[config.mk]
export PLATFORM = sky130hd
export DESIGN_NAME = spi_seq
export DESIGN_NICKNAME = d
export VERILOG_FILES = /design/src/rtl/spi_seq.sv
export SDC_FILE = /design/constraint.sdc
export NUM_CORES = 1
export LEC_CHECK = 0
export ABC_AREA = 1
export CORE_ASPECT_RATIO = 1.25
export CORE_MARGIN = 5
export CORE_UTILIZATION = 40
export CTS_BUF_LIST = sky130_fd_sc_hd__clkbuf_8
export CTS_CLUSTER_SIZE = 25
export DETAILED_ROUTE_END_ITERATION = 12
export PLACE_DENSITY = 0.76
export RECOVER_POWER = 50
export SYNTH_ARGS = -nofsm -noshare
export SYNTH_HDL_FRONTEND = slang
export SYNTH_SLANG_ARGS = --single-unit
[constraint.sdc]
create_clock -name clk -period 1.9 [get_ports clk]
set_input_delay 0.38 -clock clk [delete_from_list [all_inputs] [get_ports clk]]
set_output_delay 0.38 -clock clk [all_outputs]
set_load 0.005 [all_outputs]
[src/rtl/spi_seq.sv]
// spi_seq: round-robin sequencer that runs byte transfers from two requesters through a register-mapped SPI core
module spi_seq #(
  parameter int NREQ = 2,
  parameter logic [7:0] TMO = 8'd255
) (
  input  logic            clk,
  input  logic            reset_n,
  input  logic [NREQ-1:0] req_i,
  input  logic [2:0]      sel0,
  input  logic [2:0]      sel1,
  input  logic [2:0]      div0,
  input  logic [2:0]      div1,
  input  logic [7:0]      txd0,
  input  logic [7:0]      txd1,
  input  logic [NREQ-1:0] txv_i,
  input  logic [NREQ-1:0] txl_i,
  output logic [NREQ-1:0] txr_o,
  output logic [7:0]      rxd_o,
  output logic [NREQ-1:0] rxv_o,
  output logic [NREQ-1:0] gnt_o,
  output logic            err_o,
  output logic [7:0]      m_addr,
  output logic [15:0]     m_dw,
  input  logic [15:0]     m_dr,
  output logic            m_uds,
  output logic            m_lds,
  output logic            m_rw,
  input  logic            m_ack
);
  typedef enum logic [3:0] {IDLE, CFG, TXW, GAP, POLL, RXR, DLV, END, ERR} state_t;
  state_t state, nxt;
  logic cur, g, ph, tx_last, strb;
  logic [1:0] oh;
  logic [2:0] sel_q, div_q;
  logic [7:0] tx_byte, wd;
  logic unused_ok;
  assign unused_ok = ^m_dr[7:1];
  assign m_addr = 8'd0;
  assign strb = m_uds | m_lds;
  assign oh = cur ? 2'b10 : 2'b01;
  // cur holds the last grant, so on a tie the other port wins
  assign g = req_i[1] & (~req_i[0] | ~cur);
  always_ff @(posedge clk)
    if (!reset_n) state <= IDLE;
    else state <= nxt;
  always_comb begin
    nxt = state;
    case (state)
      IDLE:    nxt = |req_i ? CFG : IDLE;
      CFG:     nxt = m_ack ? TXW : CFG;
      TXW:     nxt = (ph && m_ack) ? GAP : TXW;
      GAP:     nxt = POLL;
      POLL:    nxt = !m_ack ? POLL : m_dr[0] ? GAP : RXR;
      RXR:     nxt = (ph && m_ack) ? DLV : RXR;
      DLV:     nxt = tx_last ? END : TXW;
      END:     nxt = m_ack ? IDLE : END;
      default: nxt = state;
    endcase
    if (strb && !m_ack && wd == TMO - 8'd1) nxt = ERR;
  end
  // ph splits TXW and RXR into an idle half and a strobed half, keeping strobes low after every ack
  always_comb begin
    m_lds = state == CFG || state == POLL || state == END;
    m_uds = ph && (state == TXW || state == RXR);
    m_rw = !(state == CFG || state == END || (state == TXW && ph));
    m_dw = state == CFG ? {9'd0, sel_q, div_q, 1'b0} :
           state == END ? {12'd0, div_q, 1'b0} :
           (state == TXW && ph) ? {tx_byte, 8'd0} : 16'd0;
    gnt_o = (state == IDLE || state == ERR) ? 2'b00 : oh;
    txr_o = (state == TXW && !ph && txv_i[cur]) ? oh : 2'b00;
    rxv_o = state == DLV ? oh : 2'b00;
    err_o = state == ERR;
  end
  always_ff @(posedge clk)
    if (!reset_n) begin
      cur <= 1'b1;
      ph <= 1'b0;
      tx_byte <= 8'd0;
      tx_last <= 1'b0;
      wd <= 8'd0;
      rxd_o <= 8'd0;
      sel_q <= 3'd0;
      div_q <= 3'd0;
    end else begin
      wd <= (m_ack || !strb) ? 8'd0 : wd + 8'd1;
      ph <= (nxt != state) ? 1'b0 : (state == TXW) ? (ph | txv_i[cur]) : (state == RXR);
      if (state == IDLE && |req_i) begin
        cur <= g;
        sel_q <= g ? sel1 : sel0;
        div_q <= g ? div1 : div0;
      end
      if (|txr_o) begin
        tx_byte <= cur ? txd1 : txd0;
        tx_last <= txl_i[cur];
      end
      if (state == RXR && ph && m_ack) rxd_o <= m_dr[15:8];
    end
endmodule

# Word-level counts from Yosys, hierarchy flattened
# Cells that the tools add are included.
# op_classes
addsub	1
n_mul	0
div	0
magnitude_cmp	1
n_eq_ne	10
n_shift	0
n_mux	25
n_bitwise	7
reduce_logical	26
# ops
cell	count
$mux 16	3
$pmux 4 s8	1
$mux 3	6
$eq 4x3->1 const B	4
$mux 2	6
$logic_and 1x1->1	10
$add 8x1->8 const B	1
$eq 4x2->1 const B	2
$eq 8x8->1 const B	1
$mux 8	1
$reduce_or 2->1	4
$logic_or 1x1->1	7
$mux 1	7
$eq 4x1->1 const B	1
$eq 4x4->1 const B	1
$logic_not 1->1	4
$logic_not 4->1	1
$mux 4	1
$ne 4x4->1	1
$not 1->1	3
$or 1x1->1	3
$lt 1x2->1 const B	1
$and 1x1->1	1
# word_totals
ff_bits	37
latchBits	0
ram_bits	0
mem_bits_ro	0
inputBits	53
output_inout_bits	42
elab_cells	79
memories	0

# Depth between registers and ports, before layout
# depth
depth_word	9
mapped_depth	12
ltp_nobuf	11

# Least setup slack after synthesis
# Ideal clock, no wire load.
# synth_timing
kind	reg2out
from	register state[1]
to	output txr_o[0]
t_arrival_ns	1.046
t_required_ns	1.520
path_slack_ns	0.474
stages_incl_launch_ff	8
n_path_buf	1
cell_sequence	dfxtp_1 inv_2 nor2_8 nand2_4 clkinv_2 nand3_4 buf_6 nor2_8
# synth_via
elab_chain_len	4
# synth_rtl
item	line	rtl
start, declared	31	state_t state, nxt;
start signal, assigned	45	else state <= nxt;
$eq 4x2->1	70	txr_o = (state == TXW && !ph && txv_i[cur]) ? oh : 2'b00;
$logic_and 1x1->1 (2 in series)	70	
$mux 2	70	
end, declared	17	output logic [NREQ-1:0] txr_o,
# No other way between the ends.

# Worst setup path in the final report
# layout_timing
from	register state[0]
to	output m_rw
# layout_via
elab_chain_len	4
word_cells_on_any_way	7
classes_between	eq/ne: 3; reduce/logical: 4
# layout_rtl
item	line	rtl
$eq 4x1->1 (tied with other cells)	65	m_rw = !(state == CFG || state == END || (state == TXW && ph));
$logic_or 1x1->1 or $logic_and 1x1->1 (tied branches)	65	
$logic_or 1x1->1 (*)	65	
$logic_not 1->1 (*)	65	
end, declared	27	output logic m_rw,
# Mark *: on every way between the ends. The rest lies on a longest branch, timed or not.

==> run summary <==
RePlAce Congestion -> 0.888
htree depth -> 2
register area share after synthesis -> 36.1%
startpoint types -> register
post-synthesis mux area share -> 0%
Slew Limit Fails -> 0
largest net degree at the start of global routing -> 20
post-synth cell types -> 32
clk sinks -> 37
detailed-route DRC error count -> 0
Layout Utilization -> 63.0%
routed length on met1 -> 2280 µm
worst-skew pair later-pin latency -> 0.29 ns
WL met3 -> 394 µm
Sw Ratio -> 30.7%
Power, Total -> 2.17 mW
Hold Buf Count CTS -> 0
top_reg_cell synth -> dfxtp_1
n_diodes -> 0
Required @ worst endpoint -> 1.52 ns
Tot GR Track Use -> 17.6%
Detail Placement HPWL -> 4460 µm
fill count -> 459
vias post-DR -> 2231
post-synthesis register bit count -> 37
critical path class -> reg2out
top-area cell type share of the netlist area -> 36.1%
total CTS buffers -> 5
Ports -> 95
status -> complete, no violations
Final Setup Violations -> 0
synth cell count leaders -> 80 x nand2_1, 37 x dfxtp_1, 32 x nor2_1
Nets -> 463
WHS -> 0.462 ns
routed wire length -> 5830 µm
Via density -> 4.75
TritonCTS clock tree -> yes
Clock Skews -> 0.00555 ns
critical path peak fanout -> 6
Power Density -> 682 nW/µm²
unrepaired setup endpoints after global routing -> true
first-pass GRT wire length -> 9400 µm
fin crit share -> 98.2%
Worst VDD drop -> 0.000357 V
clk root buf -> clkbuf_8
via count of the first global-routing pass -> 2130
Final Hold Fails -> 0
Syn Std Cell Area -> 2050 µm²
most area-consuming cells after synthesis -> dfxtp_1 36%, nand2_1 15%, nor2_1 5.9%, a21oi_1 5.6%, inv_1 5.5%
Rows -> 29
fin area -> 3180 µm²
CP max-delay cell -> dfxtp_2
Post-synth EDFFs -> 0
Pre-antenna DRT Iters -> 4
maximum capacitance violations -> 0
post-synthesis compound-gate area fraction -> 12.4%
Combinational Power Share -> 34.7%
highest metal used -> met4
Post-Place Cells -> 454
setup tns final -> 0 ns
Setup WS post-layout -> 0.0333 ns
Lkg Pwr -> 1.40 nW
synthesized area per cell -> 7.05 µm²
P&R area growth vs syn -> 55.0%
die height -> 90.1 µm
share of layout cells above drive strength 1 -> 20.8%
Yosys top cell by area -> dfxtp_1
Finished Layout Cells -> 470
placed inst area -> 3080 µm²
sequential power share -> 40.0%
post-synthesis xor/xnor area fraction -> 0.854%
Synth Warn # -> 0
grt ovf -> 0
post-placement setup slack -> -0.223 ns
CP Capture Type -> output pin
antenna violations before repair -> 0
routed length on met2 -> 3040 µm
Clock Tree Buf Depth -> 2
P_sw -> 666 µW
multi-input logic area -> 1100 µm²
Hold Path Class -> reg2reg
die area -> 6670 µm²
initial DRC count -> 134
Reg area -> 749 µm²
combinational family with the most area after synthesis -> simple AND/OR/NAND/NOR gates
critical path data arrival time -> 1.49 ns
CORE AREA -> 5040 µm²
critical path cell sequence -> buf_12, nand2_2, inv_2, nand2_2, nand2_4, buf_4, buf_4, a21oi_2, buf_2
max incr delay on CP -> 0.34 ns
most frequent cell after synthesis -> nand2_1
DR WL/cell -> 12.4 µm
port bufs -> 77
Clock power frac -> 25.3%
final worst path period need -> 1.87 ns
Initial Util -> 40.7%
Die X -> 74.0 µm
Synth Area in Simple Gates -> 37.0%
area share of fa/ha/maj cells after synthesis -> 1.22%
Async SR Flop Fraction -> 0%
antenna-violating nets left -> 0
Int Pwr -> 1.50 mW
clk slew on worst S/H paths -> 0.07 ns
Syn Inst Count -> 291
f_max -> 536 MHz
==> metal layers <==
layer	vias up	track usage [%]
li1	1152	-
met1	1001	20.1
met2	68	30.4
met3	10	4.46
met4	0	6.65
met5	-	0
==> placed cells by master, fill, tap and decap left out, types with 6 or more instances in the layout <==
cell type / n
a31oi_1: 9
conb_1: 10
clkbuf_8: 6
dlygate4sd2_1: 15
dfxtp_1: 34
a21oi_1: 22
clkdlybuf4s50_1: 47
a221oi_1: 6
buf_4: 33
nor2_1: 28
nand2_1: 76
dlygate4sd3_1: 6
inv_1: 27
nand3_1: 21
inv_2: 7
==> kinds of logic (layout without fill, tap and decap cells) <==
family	after synthesis	in the layout
AO/OA/AOI/OAI	43	43
buffers and inverters	52	160
other	1	10
flip-flops	37	37
AND/OR/NAND/NOR	154	154
adder cells (fa/ha/maj)	2	2
XOR/XNOR	2	2
==> registers in the layout, indices dropped and copies added, names as in the netlist <==
| signal | count |
|---|---|
| tx_last | 1 |
| div_q | 3 |
| wd | 8 |
| sel_q | 3 |
| state | 4 |
| ph | 1 |
| rxd_o | 8 |
| tx_byte | 8 |
| cur | 1 |
==> critical path: cells and delay by family (launching register included) <==
family,cells,cell delay [ns]
DFF,1,0.34
buffers and inverters,5,0.57
and+or+nand+nor,3,0.20
AOI/OAI and AO/OA,1,0.10
==> path summary, 6_finish.rpt <==
check	from	to	slack, ns	cells after the start
min	rxd_o[1]	rxd_o[1]	0.46	2
min reg2reg	rxd_o[1]	rxd_o[1]	0.46	2
max reg2reg	state[0]	tx_byte[2]	0.18	10
max	state[0]	m_rw	0.03	9
==> repair_timing <==
item	4_1_cts	5_1_grt
pin swaps	1	4
buffers inserted	6	3
endpoints found under the setup margin	24	9
gates resized for setup	52	17
==> power by group through the flow <==
stage / clock network (mW) / registers (mW) / logic, mW
after floorplan: 0 / 0.866 / 0.384
after global placement: 0 / 0.877 / 0.717
after detailed placement: 0 / 0.877 / 0.722
after CTS: 0.564 / 0.864 / 0.751
after global routing: 0.601 / 0.871 / 0.822
final: 0.549 / 0.866 / 0.753
==> final cells by class <==
cell class	count	share of cell area (%)
Timing Repair Buffer	118	32.3
Multi-Input combinational cell	211	34.6
Clock buffer	6	2.60
Sequential cell	37	23.6
Clock inverter	1	0.118
Tap cell	62	2.44
Inverter	35	4.29
No activity file was read; power rests on OpenSTA's default activity.
